### src/rtl/stream_rr_select_arbiter_pkg.sv
// stream_rr_select_arbiter_pkg: shared select-width helper and arbiter FSM states
package stream_rr_select_arbiter_pkg;
    function automatic int sel_width(input int n);
        return (n > 1) ? $clog2(n) : 1;
    endfunction
    typedef enum logic {ARB, OFFER} arb_state_e;
endpackage

### src/rtl/stream_rr_select_arbiter_if.sv
// stream_rr_select_arbiter_if: ready/valid select-token channel toward the stream multiplexer
interface stream_rr_select_arbiter_if #(parameter int NUM_STREAMS = 4) ();
    import stream_rr_select_arbiter_pkg::*;
    localparam int SEL_W = sel_width(NUM_STREAMS);
    logic             select_valid;
    logic [SEL_W-1:0] select_data;
    logic             select_ready;
    modport master (output select_valid, output select_data, input select_ready);
    modport slave (input select_valid, input select_data, output select_ready);
endinterface

### src/rtl/stream_rr_select_arbiter_pick.sv
// rr_priority_pick: first set bit of eligible at or after start, wrapping modulo N
module rr_priority_pick
    import stream_rr_select_arbiter_pkg::*;
#(
    parameter int N = 4,
    parameter int SEL_W = sel_width(N)
) (
    input  logic [N-1:0]     eligible,
    input  logic [SEL_W-1:0] start,
    output logic             found,
    output logic [SEL_W-1:0] idx
);
    logic [2*N-1:0] dbl;
    assign dbl = {eligible, eligible} >> start;
    always_comb begin
        found = |eligible;
        idx = '0;
        for (int k = N - 1; k >= 0; k--)
            if (dbl[k]) idx = SEL_W'((int'(start) + k) % N);
    end
endmodule

### src/rtl/stream_rr_select_arbiter.sv
// stream_rr_select_arbiter: issues one stream index per packet, round robin with burst allowance
module stream_rr_select_arbiter
    import stream_rr_select_arbiter_pkg::*;
#(
    parameter int NUM_STREAMS = 4,
    parameter int BURST = 1
) (
    input  logic                            clk,
    input  logic                            rst,
    input  logic [NUM_STREAMS-1:0]          req,
    input  logic [NUM_STREAMS-1:0]          enable_mask,
    stream_rr_select_arbiter_if.master      sel,
    output logic [31:0]                     grant_count
);
    localparam int SEL_W = sel_width(NUM_STREAMS);
    localparam int BW = $clog2(BURST + 1);
    localparam logic [BW-1:0] BURST_C = BW'(BURST);
    localparam logic [SEL_W-1:0] LAST_IDX = SEL_W'(NUM_STREAMS - 1);

    arb_state_e       state_q, state_d;
    logic             valid_q, valid_d;
    logic [SEL_W-1:0] data_q, data_d, rr_ptr_q, rr_ptr_d, last_sel_q, last_sel_d;
    logic [BW-1:0]    burst_cnt_q, burst_cnt_d;
    logic [31:0]      grant_count_q, grant_count_d;
    logic [NUM_STREAMS-1:0] eligible;
    logic             found, cont;
    logic [SEL_W-1:0] pick_idx;

    assign eligible = req & enable_mask;
    assign cont = (burst_cnt_q < BURST_C) && eligible[last_sel_q] && (burst_cnt_q != '0);

    rr_priority_pick #(.N(NUM_STREAMS), .SEL_W(SEL_W)) u_pick (
        .eligible(eligible),
        .start(rr_ptr_q),
        .found(found),
        .idx(pick_idx)
    );

    always_comb begin
        state_d = state_q;
        valid_d = valid_q;
        data_d = data_q;
        rr_ptr_d = rr_ptr_q;
        last_sel_d = last_sel_q;
        burst_cnt_d = burst_cnt_q;
        grant_count_d = grant_count_q;
        if (state_q == ARB) begin
            if (found) begin
                valid_d = 1'b1;
                data_d = cont ? last_sel_q : pick_idx;
                burst_cnt_d = cont ? burst_cnt_q : '0;
                state_d = OFFER;
            end
        end else if (sel.select_ready) begin
            // token stays frozen until accepted; the next decision waits a cycle for fresh req
            valid_d = 1'b0;
            last_sel_d = data_q;
            burst_cnt_d = (burst_cnt_q == BURST_C) ? BURST_C : burst_cnt_q + 1'b1;
            rr_ptr_d = (data_q == LAST_IDX) ? '0 : data_q + 1'b1;
            grant_count_d = grant_count_q + 32'd1;
            state_d = ARB;
        end
    end

    always_ff @(posedge clk) begin
        if (rst) begin
            state_q <= ARB;
            valid_q <= 1'b0;
            data_q <= '0;
            rr_ptr_q <= '0;
            last_sel_q <= '0;
            burst_cnt_q <= '0;
            grant_count_q <= '0;
        end else begin
            state_q <= state_d;
            valid_q <= valid_d;
            data_q <= data_d;
            rr_ptr_q <= rr_ptr_d;
            last_sel_q <= last_sel_d;
            burst_cnt_q <= burst_cnt_d;
            grant_count_q <= grant_count_d;
        end
    end

    assign sel.select_valid = valid_q;
    assign sel.select_data = data_q;
    assign grant_count = grant_count_q;
endmodule

### src/flat_wrapper.sv
// flat-port wrapper written by rule: the top's interface ports become plain ports
module stream_rr_select_arbiter_flat import stream_rr_select_arbiter_pkg::*;
#(
    parameter int NUM_STREAMS = 4,
    parameter int BURST = 1
)
  (clk, rst, req, enable_mask, grant_count, sel_select_valid, sel_select_data, sel_select_ready);
  stream_rr_select_arbiter_if #(.NUM_STREAMS(NUM_STREAMS)) sel_i ();
  input  logic clk;
  input  logic rst;
  input  logic [NUM_STREAMS-1:0] req;
  input  logic [NUM_STREAMS-1:0] enable_mask;
  output logic [31:0] grant_count;
  output wire logic [$bits(sel_i.select_valid)-1:0] sel_select_valid;
  output wire logic [$bits(sel_i.select_data)-1:0] sel_select_data;
  input wire logic [$bits(sel_i.select_ready)-1:0] sel_select_ready;
  assign sel_select_valid = sel_i.select_valid;
  assign sel_select_data = sel_i.select_data;
  assign sel_i.select_ready = sel_select_ready;
  stream_rr_select_arbiter #(.NUM_STREAMS(NUM_STREAMS), .BURST(BURST)) u_core (.clk(clk), .rst(rst), .req(req), .enable_mask(enable_mask), .sel(sel_i), .grant_count(grant_count));
endmodule
### config.mk
export PLATFORM = sky130hd
export DESIGN_NAME = stream_rr_select_arbiter_flat
export DESIGN_NICKNAME = d
export VERILOG_FILES = /design/src/rtl/stream_rr_select_arbiter_pkg.sv /design/src/rtl/stream_rr_select_arbiter_if.sv /design/src/rtl/stream_rr_select_arbiter_pick.sv /design/src/rtl/stream_rr_select_arbiter.sv /design/src/flat_wrapper.sv
export SDC_FILE = /design/constraint.sdc
export NUM_CORES = 1
export LEC_CHECK = 0
export CAP_MARGIN = 20
export CELL_PAD_IN_SITES_DETAIL_PLACEMENT = 2
export CELL_PAD_IN_SITES_GLOBAL_PLACEMENT = 2
export CORE_MARGIN = 3
export CORE_UTILIZATION = 31
export CTS_CLUSTER_SIZE = 20
export DETAILED_ROUTE_END_ITERATION = 8
export PLACE_DENSITY = 0.85
export SYNTH_ARGS = -nofsm -noshare
export SYNTH_HDL_FRONTEND = slang
export SYNTH_SLANG_ARGS = --single-unit
### constraint.sdc
create_clock -name clk -period 2.9 [get_ports clk]
set_input_delay 0.435 -clock clk [delete_from_list [all_inputs] [get_ports clk]]
set_output_delay 0.435 -clock clk [all_outputs]
set_load 0.02 [all_outputs]
* Word level (Yosys, flattened, before mapping)
Index checks and enable logic that the tools add are counted.
** Word-level totals
- Output and inout bits :: 35
- Register bits after elaboration :: 41
- Word-level logic and storage cells :: 48
** Operators by class
- Multiplexer cells :: 19
- Equal/unequal tests :: 3
- Bitwise gates (word level) :: 2
- Add/sub/neg operators :: 6
- Magnitude comparators :: 2
- Shift operators :: 1
- Reductions and logical operators :: 8
** Operator list (number)
- $add 32x1->32 const B :: 1
- $mux 1 :: 12
- $mux 2 :: 6
- $shr 8x2->4 :: 1
- $reduce_and 2->1 :: 3
- $add 2x1->2 const B :: 2
- $add 2x2->2 const B :: 2
- $and 4x4->4 :: 1
- $reduce_or 4->1 :: 1
- $lt 2x3->1 const B :: 1
- $reduce_and 3->1 :: 1
- $bmux 1 s2 :: 1
- $eq 2x2->1 const B :: 1
- $logic_and 1x1->1 :: 2
- $ne 2x1->1 const B :: 1
- $ne 2x2->1 const B :: 1
- $reduce_bool 2->1 :: 1
- $add 1x1->1 const B :: 1
- $lt 1x1->1 const B :: 1
- $not 1->1 :: 1

* Longest topological paths before layout
- Depth in word-level cells :: 8
- Depth in mapped cells :: 7
- Mapped depth without buffers :: 6

* Hierarchy
From an unflattened synthesis, not the netlist that was laid out.
** Second synthesis, totals
- Cells, all modules :: 228
- Area total of the unflattened synthesis :: 1906.8 µm²
** By module, submodules not included
- stream_rr_select_arbiter :: instances 1, seq. area each 760.7 µm², cells each 213, area an instance 1829.3 µm²
- rr_priority_pick :: instances 1, seq. area each 0.0 µm², cells each 15, area an instance 77.6 µm²

* Worst setup path after synthesis
No wires, ideal clock.
- Kind :: register to register
- From :: register u_core.grant_count_q[0] (netlist: u_core.grant_count[0])
- To :: register u_core.grant_count_q[10] (netlist: u_core.grant_count[10])
- Setup time :: 128 ps
- Arrival :: 1553 ps
- Setup slack :: 1219 ps
- Path buffers :: 0
- Stages on the path, launching flop included :: 7
- Required time :: 2772 ps
- Cell sequence :: dfxtp_1 > ha_1 > nand3_1 > nor3_1 > nand4_1 > xor2_1 > nor2_1
** Between the ends
- Longest elaborated chain between the ends :: 1
** RTL lines
- start, declared :: RTL line stream_rr_select_arbiter.sv:24 : logic [31:0] grant_count_q, grant_count_d;
- start signal, assigned :: RTL line stream_rr_select_arbiter.sv:81 : grant_count_q <= grant_count_d;
- $add 32x1->32 :: RTL line stream_rr_select_arbiter.sv:60 : grant_count_d = grant_count_q + 32'd1;
No other way between the ends.
A chain may end at the register's enable or synchronous reset.

* Worst setup path in the final report
- From :: input port sel_select_ready
- To :: register u_core.grant_count_q[10] (netlist: u_core.grant_count[10])
** Between the ends
- Longest elaborated chain between the ends :: 1
** RTL lines
- start, declared :: RTL line flat_wrapper.sv:16 : input wire logic [$bits(sel_i.select_ready)-1:0] sel_select_ready;
- $reduce_and 2->1 (no source line)
No other way between the ends.

==> summary.log <==
qor: logic_synthesis.most_common_flop_cell_mapped_by_yosys dfxtp_1
qor: layout.num_antenna_cells 0
qor: timing.report.final.setup_viol 0
qor: drt.wirelength 5680 um
qor: clocking.ctsRootBufferMaster clkbuf_8
qor: drt.drt_drc_violations_left 0
qor: place.place.port_buffers 45
qor: floorplanning.die_boundary_width 84.0 um
qor: drt.vias 1713
qor: timing.finalCriticalPeriod 2020 ps
qor: timing.finalClockSkew 9.27 ps
qor: timing.grt_setup_unrepaired false
qor: grt.grt_max_degree 39
qor: floorplanning.coreArea 0.00571 mm2
qor: logic_synthesis.syn_nets 225
qor: logic_synthesis.number_of_flops_mapped_to_enable_cells_by_yosys 0
qor: power.power.leakage 0.861 nW
qor: setup_path.worst_setup_ep_type flop
qor: grt.groute.usage.overall 17.1%
qor: drt.post_drt_wl_per_cell 17.3 um
qor: grt.vias_in_the_first_global_route 1882
qor: floorplanning.die_h 84.0 um
qor: flow_run.maxCapViolations 0
qor: timing.tightest_slew 572 ps
qor: timing.final-max-slew-violation-count 0
qor: clocking.cts_post_setup_buffers_inserted 0
qor: power.power.share.sequential 49.9%
qor: place.placement.cell_area 0.00236 mm2
qor: layout.final_cell_area 0.00248 mm2
qor: layout.final_cell_mix clkdlybuf4s50_1 (45), nor2_1 (40), dfxtp_1 (38)
qor: grt.number_of_antenna_violations_at_the_first_check_in_global_routing 0
qor: clocking.clock_latency 290 ps
qor: logic_synthesis.synth_top_area_share 40.4%
qor: power.comb_power_share 7.8%
qor: clocking.cts.path.max_buffers 2
qor: layout.final_nets 268
qor: timing.hold_violations 0
qor: setup_path.register_to_register_path_setup_slack 910 ps
qor: logic_synthesis.ys_seq_elements 38
qor: floorplanning.initial_core_util 33.0%
qor: status.status finished, final reports clean
qor: grt.grt_first_pass_wirelength 9740 um
qor: place.place.detailed.hpwl 4240 um
qor: logic_synthesis.yosysUniqueCellTypes 40
qor: layout.post_route_cells_drive_above_1_share 8.98%
qor: logic_synthesis.synthesis.yosys.warnings 0
qor: layout.final_util 43.4%
qor: power.power-per-cell-area 439 mW/mm2
qor: clocking.cts_tree yes
qor: layout.syn_to_final_growth 31.5%
qor: setup_path.worst-setup-path-type in -> reg
qor: floorplanning.floorplan.rows 27
qor: hold_path.min_path_type reg -> reg
qor: logic_synthesis.sequential_cell_area_fraction_in_the_yosys_report 40.4%
qor: logic_synthesis.synth_top_cells_by_area dfxtp_1 (40%), xor2_1 (10%), nor2_1 (8.0%)
qor: place.globalplace.congestion 0.792
qor: clocking.clk_pin_slew_worst_paths 90 ps
qor: power.power_switching 0.260 mW
qor: layout.layout.filler_cells 643
qor: layout.layout_commonest_cell clkdlybuf4s50_1
qor: drt.detailedRoute.firstIterationViolations 53
qor: power.sw_frac_of_total 23.9%
qor: drt.avgViaCountPerCell 5.22
qor: logic_synthesis.synth_area_leader_cell dfxtp_1
qor: power.internal_pwr_total 0.827 mW
qor: logic_synthesis.syn-cell-area 0.00188 mm2
qor: setup_path.path_max_fanout 8
qor: drt.drt_pass1_iterations 4
qor: clocking.cts.hold.buffers_added 0
qor: drt.final_antenna_net_count 0
qor: power.max-vdd-ir-drop 0.239 mV
qor: setup_path.cp.arrival 2190 ps
qor: setup_path.start_kind input port
qor: grt.grt-ovfl-total 0
qor: clocking.clkSinkCount 38
qor: timing.post-route-period-util 69.6%
qor: floorplanning.boundaryPins 46
qor: clocking.cts_resized 0
qor: clocking.clock_buffers_created_by_tritoncts 5
qor: logic_synthesis.postSynth.asyncResetShare 0%
qor: timing.setup_total_negative_slack 0 ps
qor: logic_synthesis.mapped_avg_cell_area 8.89 um2
qor: floorplanning.floorplan_die_area 0.00705 mm2
qor: clocking.cts_max_level 2
qor: logic_synthesis.synthesized_instance_count 212
qor: timing.fmax 496 MHz
qor: power.fraction_of_power_consumed_by_the_clock_network 42.2%
qor: timing.relSlewSlack 61.8%
qor: setup_path.worst_ep_required_time 3070 ps
sequential cells by signal, summed over array words and instances (netlist names):
name / cells
u_core.grant_count: 32
u_core.rr_ptr_q: 2
u_core.sel.select_data: 2
u_core.sel.select_valid: 1
u_core.state_q: 1
through the flow:
step	instances	setup slack (ps)	power, mW	hold slack (ps)
finish	328	882	1.09	505
global route	328	715	1.14	578
CTS	328	824	1.10	513
detailed placement	320	563	0.641	496
global placement	320	710	0.639	488
floorplan	212	1220	0.600	513
cell type report:
type	count	area (um2)	area share, %
Clock buffer	5	68.8	2.78
Inverter	3	11.3	0.455
Sequential cell	38	761	30.7
Multi-Input combinational cell	161	1040	42.1
Clock inverter	3	45.0	1.82
Tap cell	72	90.1	3.64
Timing Repair Buffer	46	458	18.5
final timing paths:
path,cells after the start,endpoint,start
setup / recovery,6,u_core.grant_count[10]$_SDFFE_PP0P_,sel_select_ready
setup reg to reg,6,u_core.grant_count[10]$_SDFFE_PP0P_,u_core.grant_count[1]$_SDFFE_PP0P_
hold reg to reg,2,u_core.sel.select_valid$_SDFFE_PP0P_,u_core.sel.select_valid$_SDFFE_PP0P_
hold / removal,2,u_core.sel.select_valid$_SDFFE_PP0P_,u_core.sel.select_valid$_SDFFE_PP0P_
metal layers:
metal  vias to the layer above  part of all wire (%)  track usage [%]
li1                        824                     -                -
met1                       851                    46             22.1
met2                        31                    50             29.1
met3                         7                   2.7             3.16
met4                         0                   1.1             4.53
met5                         -                     0                0
critical path: stages:
cell,delay (ps)
clkdlybuf4s50_1,520
nand3_1,340
nor3_1,470
nand4_1,180
xor2_1,170
nor2_1,60
synth_stat cells (2+ instances only):
master,instances
nand3_1,10
a311oi_1,2
xor2_1,22
nor3_1,6
buf_6,2
xnor2_1,7
dfxtp_1,38
nand2_1,18
nor2_1,40
ha_1,2
and3_1,2
nand4_4,2
a21o_1,2
nor4_2,3
a21oi_1,5
and4_4,2
inv_1,3
nand4_1,16
clkbuf_1,4
o21ai_0,4
and2_1,3
cells by family after synthesis:
group | share of synthesized area, %
adder cells (fa/ha/maj) | 1.33
flip-flops | 40.4
AND/OR/NAND/NOR | 34.1
buffers and inverters | 4.25
AO/OA/AOI/OAI | 6.51
XOR/XNOR | 13.5
power by group through the flow:
stage                     combinational [mW]  sequential (mW)  clock, mW
after CTS                             0.0860            0.543      0.468
after detailed placement              0.0857            0.555          0
after global routing                  0.0944            0.545      0.500
after global placement                0.0837            0.555          0
after floorplan                       0.0409            0.559          0
final                                 0.0851            0.543      0.459
Note: power is estimated with default switching activity, not from simulation.
